$ cat src/rtl/uart_frame_rx.sv
// uart_frame_rx
//   Receives one 11-bit serial frame: start (0), 8 data bits MSB first,
//   even parity, stop (1). Two selectable bit periods; the selection is
//   latched at the start edge and held for the whole frame.
//
// Ports
//   clk        : rising-edge system clock (single clock domain)
//   rst_n      : asynchronous active-low reset
//   in         : asynchronous serial line, idle high
//   baud_sel   : 0 = DIV_FAST cycles/bit, 1 = DIV_SLOW cycles/bit
//   data       : last good payload (updated only on a valid stop bit)
//   valid      : one-cycle pulse, data is new
//   parity_err : one-cycle pulse together with valid on a parity mismatch
//   frame_err  : one-cycle pulse when the stop bit is sampled low
//   busy       : high whenever the receiver is not idle
module uart_frame_rx #(
    parameter int unsigned DIV_FAST = 46880,
    parameter int unsigned DIV_SLOW = 93760
) (
    input  logic       clk,
    input  logic       rst_n,
    input  logic       in,
    input  logic       baud_sel,
    output logic [7:0] data,
    output logic       valid,
    output logic       parity_err,
    output logic       frame_err,
    output logic       busy
);

    localparam logic [16:0] DIV_F  = 17'(DIV_FAST);
    localparam logic [16:0] DIV_S  = 17'(DIV_SLOW);
    localparam logic [16:0] HALF_F = 17'(DIV_FAST / 2);
    localparam logic [16:0] HALF_S = 17'(DIV_SLOW / 2);

    typedef enum logic [2:0] {
        IDLE,
        START,
        DATA,
        PARITY,
        STOP,
        BREAK
    } state_t;

    state_t      state;
    logic        s1;
    logic        rx_s;
    logic [16:0] div_q;
    logic [16:0] cnt;
    logic [2:0]  bitcnt;
    logic [7:0]  sh;
    logic        par;

    // Even parity: data bits plus parity bit must XOR to zero.
    function automatic logic parity_bad(input logic [7:0] d, input logic p);
        return ^{d, p};
    endfunction

    always_ff @(posedge clk or negedge rst_n) begin
        if (!rst_n) begin
            s1         <= 1'b1;
            rx_s       <= 1'b1;
            state      <= IDLE;
            div_q      <= '0;
            cnt        <= '0;
            bitcnt     <= '0;
            sh         <= '0;
            par        <= 1'b0;
            data       <= '0;
            valid      <= 1'b0;
            parity_err <= 1'b0;
            frame_err  <= 1'b0;
            busy       <= 1'b0;
        end else begin
            s1         <= in;
            rx_s       <= s1;
            valid      <= 1'b0;
            parity_err <= 1'b0;
            frame_err  <= 1'b0;

            case (state)
                IDLE: begin
                    // Load half a period (plus the load cycle) so the start
                    // check lands mid-bit; later samples follow at full periods.
                    if (!rx_s) begin
                        div_q  <= baud_sel ? DIV_S : DIV_F;
                        cnt    <= baud_sel ? HALF_S : HALF_F;
                        bitcnt <= '0;
                        state  <= START;
                        busy   <= 1'b1;
                    end
                end

                START: begin
                    if (cnt != 17'd0) begin
                        cnt <= cnt - 17'd1;
                    end else if (rx_s) begin
                        // Line went back high: glitch, not a start bit.
                        state <= IDLE;
                        busy  <= 1'b0;
                    end else begin
                        cnt   <= div_q - 17'd1;
                        state <= DATA;
                    end
                end

                DATA: begin
                    if (cnt != 17'd0) begin
                        cnt <= cnt - 17'd1;
                    end else begin
                        sh     <= {sh[6:0], rx_s};
                        cnt    <= div_q - 17'd1;
                        bitcnt <= bitcnt + 3'd1;
                        if (bitcnt == 3'd7) begin
                            state <= PARITY;
                        end
                    end
                end

                PARITY: begin
                    if (cnt != 17'd0) begin
                        cnt <= cnt - 17'd1;
                    end else begin
                        par   <= rx_s;
                        cnt   <= div_q - 17'd1;
                        state <= STOP;
                    end
                end

                STOP: begin
                    if (cnt != 17'd0) begin
                        cnt <= cnt - 17'd1;
                    end else if (rx_s) begin
                        data       <= sh;
                        valid      <= 1'b1;
                        parity_err <= parity_bad(sh, par);
                        state      <= IDLE;
                        busy       <= 1'b0;
                    end else begin
                        frame_err <= 1'b1;
                        state     <= BREAK;
                    end
                end

                BREAK: begin
                    // Stay out of IDLE until the line recovers, otherwise a
                    // held-low line would be read as a stream of start bits.
                    if (rx_s) begin
                        state <= IDLE;
                        busy  <= 1'b0;
                    end
                end

                default: begin
                    state <= IDLE;
                    busy  <= 1'b0;
                end
            endcase
        end
    end

endmodule

$ cat config.mk
export PLATFORM = sky130hd
export DESIGN_NAME = uart_frame_rx
export DESIGN_NICKNAME = d
export VERILOG_FILES = /design/src/rtl/uart_frame_rx.sv
export SDC_FILE = /design/constraint.sdc
export NUM_CORES = 1
export LEC_CHECK = 0
export CAP_MARGIN = 20
export CELL_PAD_IN_SITES_DETAIL_PLACEMENT = 1
export CELL_PAD_IN_SITES_GLOBAL_PLACEMENT = 1
export CORE_AREA = 2 2 93 95
export DETAILED_ROUTE_END_ITERATION = 10
export DIE_AREA = 0 0 95 97
export PLACE_DENSITY = 0.73
export SLEW_MARGIN = 20
export SYNTH_ARGS = -nofsm -noshare
export SYNTH_HDL_FRONTEND = slang
export SYNTH_SLANG_ARGS = --single-unit
$ cat constraint.sdc
create_clock -name clk -period 2.4 [get_ports clk]
set_input_delay 0.48 -clock clk [delete_from_list [all_inputs] [get_ports clk]]
set_output_delay 0.48 -clock clk [all_outputs]
set_load 0.01 [all_outputs]
Word level (Yosys, flattened, before mapping)
Cells that the tools add are included.

Memory bits (writable): 0. Bits in latches: 0. Flip-flop bits (word level): 63. Input bits: 4. Memories: 0. ROM bits: 0.

Shift-type cells: 0. Bitwise logic cells: 3. Add/sub/neg operators: 3. Equal/unequal tests: 16. $mul: 0. Div/mod/pow operators: 0. Muxes and demuxes: 34. $lt $le $gt $ge: 0. Reductions and logical operators: 15.

Operator list (count): 17-bit two-way mux (6); 17-bit one-hot mux with 4 select lines (1); 17-bit by 1-bit subtractor with 17-bit output (second input constant) (2); 3-bit two-way mux (10); 2-bit inequality test (second input constant) (9); 3-bit one-hot mux with 6 select lines (1); 17-bit nonzero test (1); 16-bit two-way mux (1); 1-bit two-way mux (12); 3-bit equality test (second input constant) (3); 3-bit AND reduction (3); 9-bit XOR reduction (1); 7-bit AND reduction (1); 3-bit by 2-bit equality test with 1-bit output (second input constant) (2); 3-bit one-hot mux with 2 select lines (1); 2-bit AND reduction (3); 1-bit one-hot mux with 4 select lines (1); 4-bit AND reduction (1); 4-bit nonzero test (1); 2-bit OR reduction (2); 3-bit by 1-bit adder with 3-bit output (second input constant) (1); 3-bit by 1-bit equality test with 1-bit output (second input constant) (1); 3-bit zero test (1); 3-bit inequality test (second input constant) (1); other kinds (3) (5).

Longest topological paths before layout
Gate-level depths: netlist (run 1).

Depth in word-level cells: 4. Depth in mapped cells: 8.

Worst setup path after synthesis (run 1)
No wires, ideal clock.

Path type: register to register. Start point: register cnt[12]. End point: register sh[2]. Arrival time: 2.194 ns. Required time: 2.275 ns. Cell stages (with the launch flop): 8. Clock period less this slack: 2.319 ns. Path slack: 0.081 ns. Library setup time: 0.125 ns. Path buffers: 3. Cell sequence: dfrtp_1 or3_1 buf_2 or3_1 buf_6 nor4_4 buf_6 mux2_4.

Word-level cells in the longest chain between the ends: 3.

Ends and longest elaborated chain: start, declared (line 49) `logic [16:0] cnt;`; start signal, assigned (line 87) `cnt <= baud_sel ? HALF_S : HALF_F;`; start signal, assigned (line 96) `cnt <= cnt - 17'd1;`; start signal, assigned (line 102) `cnt <= div_q - 17'd1;`; 17-bit nonzero test (line 108) `if (cnt != 17'd0) begin`; 1-bit NOT (no source line); 2-bit AND reduction (no source line); end signal, assigned (line 111) `sh <= {sh[6:0], rx_s};`; end, declared (line 51) `logic [7:0] sh;`.

No other way between the ends. A chain may end at the register's enable or synchronous reset.

Worst setup path in the final report (run 1)
Start point: register cnt[13]. End point: register cnt[5].

Word-level cells in the longest chain between the ends: 3.

Ends and longest elaborated chain: 17-bit nonzero test (*); 3-bit inequality test (no source line), or another cell as far along; 4-bit AND reduction (no source line) or 17-bit one-hot mux with 4 select lines (tied branches).

Every way passes the cells marked *; elsewhere a longest branch is shown, timed or not.

==> results of run 1 <==
stage by stage:
step	area, sq um	utilization, %	hold slack (ns)	instances	total power, mW
after CTS	3260	40.1	0.293	406	1.48
after detailed placement	3170	38.9	0.347	398	0.980
final	3270	40.2	0.259	406	1.47
after global placement	3170	38.9	0.349	398	0.977
after floorplan	2780	-	0.184	272	0.933
after global routing	3270	40.2	0.327	406	1.53
cells in the mapped netlist, types with 6 or more instances:
cell / count
dfrtp_1: 47
o21ai_0: 24
nor2_1: 22
nand2_1: 16
mux2_2: 13
nor3_1: 12
clkbuf_1: 10
a21oi_1: 9
xnor2_1: 9
a22o_1: 6
ha_1: 6
inv_1: 6
metal layers:
layer	track usage, %	vias to the layer above	wire (microns)
met2	24.8	40	3240
li1	-	1066	-
met5	0	-	0
met3	2.18	4	186
met1	24.0	1098	3350
met4	4.01	0	65
cell type report:
class	count	area, sq um	share of cell area (%)
Multi-Input combinational cell	201	1460	44.7
Sequential cell	49	1230	37.6
Timing Repair Buffer	37	335	10.2
Tap cell	105	131	4.02
Clock buffer	5	68.8	2.10
Clock inverter	3	22.5	0.688
Inverter	6	22.5	0.688
registers in the layout, summed over array words and instances, names as in the netlist:
| name | count |
|---|---|
| cnt | 17 |
| data | 8 |
| sh | 8 |
| bitcnt | 3 |
| div_q | 3 |
| state | 3 |
| busy | 1 |
| frame_err | 1 |
| par | 1 |
| parity_err | 1 |
| rx_s | 1 |
| s1 | 1 |
| valid | 1 |
placed cells by master (no fill, tap or decap), drive strengths merged, types with 4 or more instances in the layout:
| cell type | count |
|---|---|
| mux2 | 18 |
| inv | 6 |
| o2bb2ai | 4 |
| xnor2 | 9 |
| nor3 | 13 |
| or4 | 5 |
| nor4 | 5 |
| clkbuf | 5 |
| nand2 | 16 |
| a31oi | 4 |
| buf | 23 |
| ha | 6 |
| nor2b | 4 |
| a221oi | 5 |
| dfrtp | 47 |
| or3 | 5 |
| nor2 | 23 |
| a22o | 6 |
| o21ai | 24 |
| a21oi | 9 |
| nand3 | 5 |
| clkdlybuf4s50 | 14 |
power breakdown:
group	leakage [nW]	internal [mW]	switching, mW
clock network	0.0481	0.208	0.300
registers	0.627	0.845	0.0253
logic	0.731	0.0381	0.0550
total	1.41	1.09	0.381
final timing paths:
path / from / endpoint / slack (ns) / cells past startpoint
max: cnt[13]$_DFFE_PN0P_ / cnt[5]$_DFFE_PN0P_ / 0.09 / 6
min: rst_n / cnt[4]$_DFFE_PN0P_ / 0.26 / 2
max reg2reg: cnt[13]$_DFFE_PN0P_ / cnt[5]$_DFFE_PN0P_ / 0.09 / 6
min reg2reg: s1$_DFF_PN1_ / rx_s$_DFF_PN1_ / 0.36 / 0
max in group asynchronous: rst_n / state[1]$_DFFE_PN0P_ / 1.71 / 2
min in group clk: s1$_DFF_PN1_ / rx_s$_DFF_PN1_ / 0.36 / 0
kinds of logic after synthesis:
| family | synth area share [%] |
|---|---|
| buf+inv | 3.69 |
| xor+xnor | 3.46 |
| flops | 44.2 |
| mux | 8.68 |
| compound gates | 18.8 |
| simple gates | 18.5 |
| fa+ha+maj | 2.70 |
==> flow_metrics.env, run 1 <==
export IMPL_routed_wirelength_mm=6.85
export IMPL_grt_pass1_wl_mm=11.9
export IMPL_ctsHoldBuffers=0
export IMPL_min_path_type="input port to async pin"
export IMPL_critical_path_class="flip-flop to flip-flop"
export IMPL_yosys_warnings=0
export IMPL_cp_slowest_cell="or3_1"
export IMPL_tritoncts="done"
export IMPL_drv_cap=0
export IMPL_grt_pass1_vias=2316
export IMPL_hold_viol=0
export IMPL_max_freq_mhz=434
export IMPL_ir_drop_v=0.000279
export IMPL_post_cts_resized=0
export IMPL_numCtsBuffers=5
export IMPL_syn_avg_cell_area_sq_um=10.2
export IMPL_ant_nets=0
export IMPL_worst_pin_slew_ns=0.626
export IMPL_clock_path_buffers=2
export IMPL_syn_to_final_growth_pct=17.6
export IMPL_grt_start_max_net_pins=50
export IMPL_first_pass_iters=4
export IMPL_power_density_nw_per_um2=450
export IMPL_hpwl_mm=5.08
export IMPL_antenna_found_initial=0
export IMPL_path_common_cell="or3_1"
export IMPL_layout_nets=310
export IMPL_synth_top_area_share_pct=42.3
export IMPL_num_io_pins=16
export IMPL_h_tree_depth=2
export IMPL_yosys_area_top_type="dfrtp_1"
export IMPL_status="finished clean"
export IMPL_post_place_ws_ns=0.143
export IMPL_start_util_pct=34.2
export IMPL_critPathBufInv=1
export IMPL_vias=2208
export IMPL_synth_distinct_cells=55
export IMPL_layout_min_cycle_time_ns=2.31
export IMPL_synth_edff_count=0
export IMPL_placementRows=33
export IMPL_setup_slack_ns=0.0933
export IMPL_netlist_area_sq_um=2780
export IMPL_via_per_inst=5.44
export IMPL_worstPathArrival_ns=2.55
export IMPL_setup_viol=0
export IMPL_critPathCaptureType="flip-flop"
export IMPL_ys_seq_elements=49
export IMPL_clk_pin_slew_worst_paths_ns=0.10
export IMPL_cts_sinks=49
export IMPL_critPathLaunchType="flip-flop"
export IMPL_maxSlewViolCount=0
export IMPL_synth_nets=282
export IMPL_required_ns=2.65
export IMPL_die_area_sq_um=9220
export IMPL_ys_flop_type="dfrtp_1"
export IMPL_fin_crit_sh_pct=96.1
export IMPL_ys_top_cells_by_area="dfrtp_1 (42%), mux2_2 (5.3%), o21ai_0 (4.3%)"
export IMPL_drive_gt1_share_pct=21.3
export IMPL_path_cells="or3_1 -> or3_1 -> buf_4 -> nor3_4 -> a221o_1 -> a22o_1"
export IMPL_core_sq_um=8130
export IMPL_grt_usage_pct=16.2
export IMPL_route_detailed_drc=0
export IMPL_diodes=0
export IMPL_slew_headroom_pct=58.3
export IMPL_synth_async_sr_flop_share_pct=100
export IMPL_synthesis_instances=272
export IMPL_cp_top_family="simple AND/OR/NAND/NOR gates"
export IMPL_insertion_delay_ns=0.31
export IMPL_postCtsSetupBuffers=0
export IMPL_wl_per_cell_microns=16.9
export IMPL_power_leakage_nw=1.41
export IMPL_ys_seq_area_share_pct=44.2
export IMPL_die_height_microns=97
export IMPL_cpPeakStageDelay_ns=0.49
export IMPL_dieWidth_microns=95
export IMPL_rsz0062_at_grt="false"
export IMPL_grt_overflow_total=0
export IMPL_tns_ns=0
export IMPL_nFillCells=924
export IMPL_gp_congestion=0.870
export IMPL_skew_ns=0.00646
export IMPL_drt_iter0_drc=132
export IMPL_crit_fanout=8
export IMPL_portBuffers=15
export IMPL_root_buffer="clkbuf_8"
Power figures use the tool's default switching activity.
==> run 2: changes to the inputs <==
--- a/config.mk
+++ b/config.mk
@@ -5,7 +5,6 @@
 export SDC_FILE = /design/constraint.sdc
 export NUM_CORES = 1
 export LEC_CHECK = 0
-export CAP_MARGIN = 20
 export CELL_PAD_IN_SITES_DETAIL_PLACEMENT = 1
 export CELL_PAD_IN_SITES_GLOBAL_PLACEMENT = 1
 export CORE_AREA = 2 2 93 95
==> results of run 2 <==
Same layout as run 1: the final DEF is identical, and so are final timing and power.
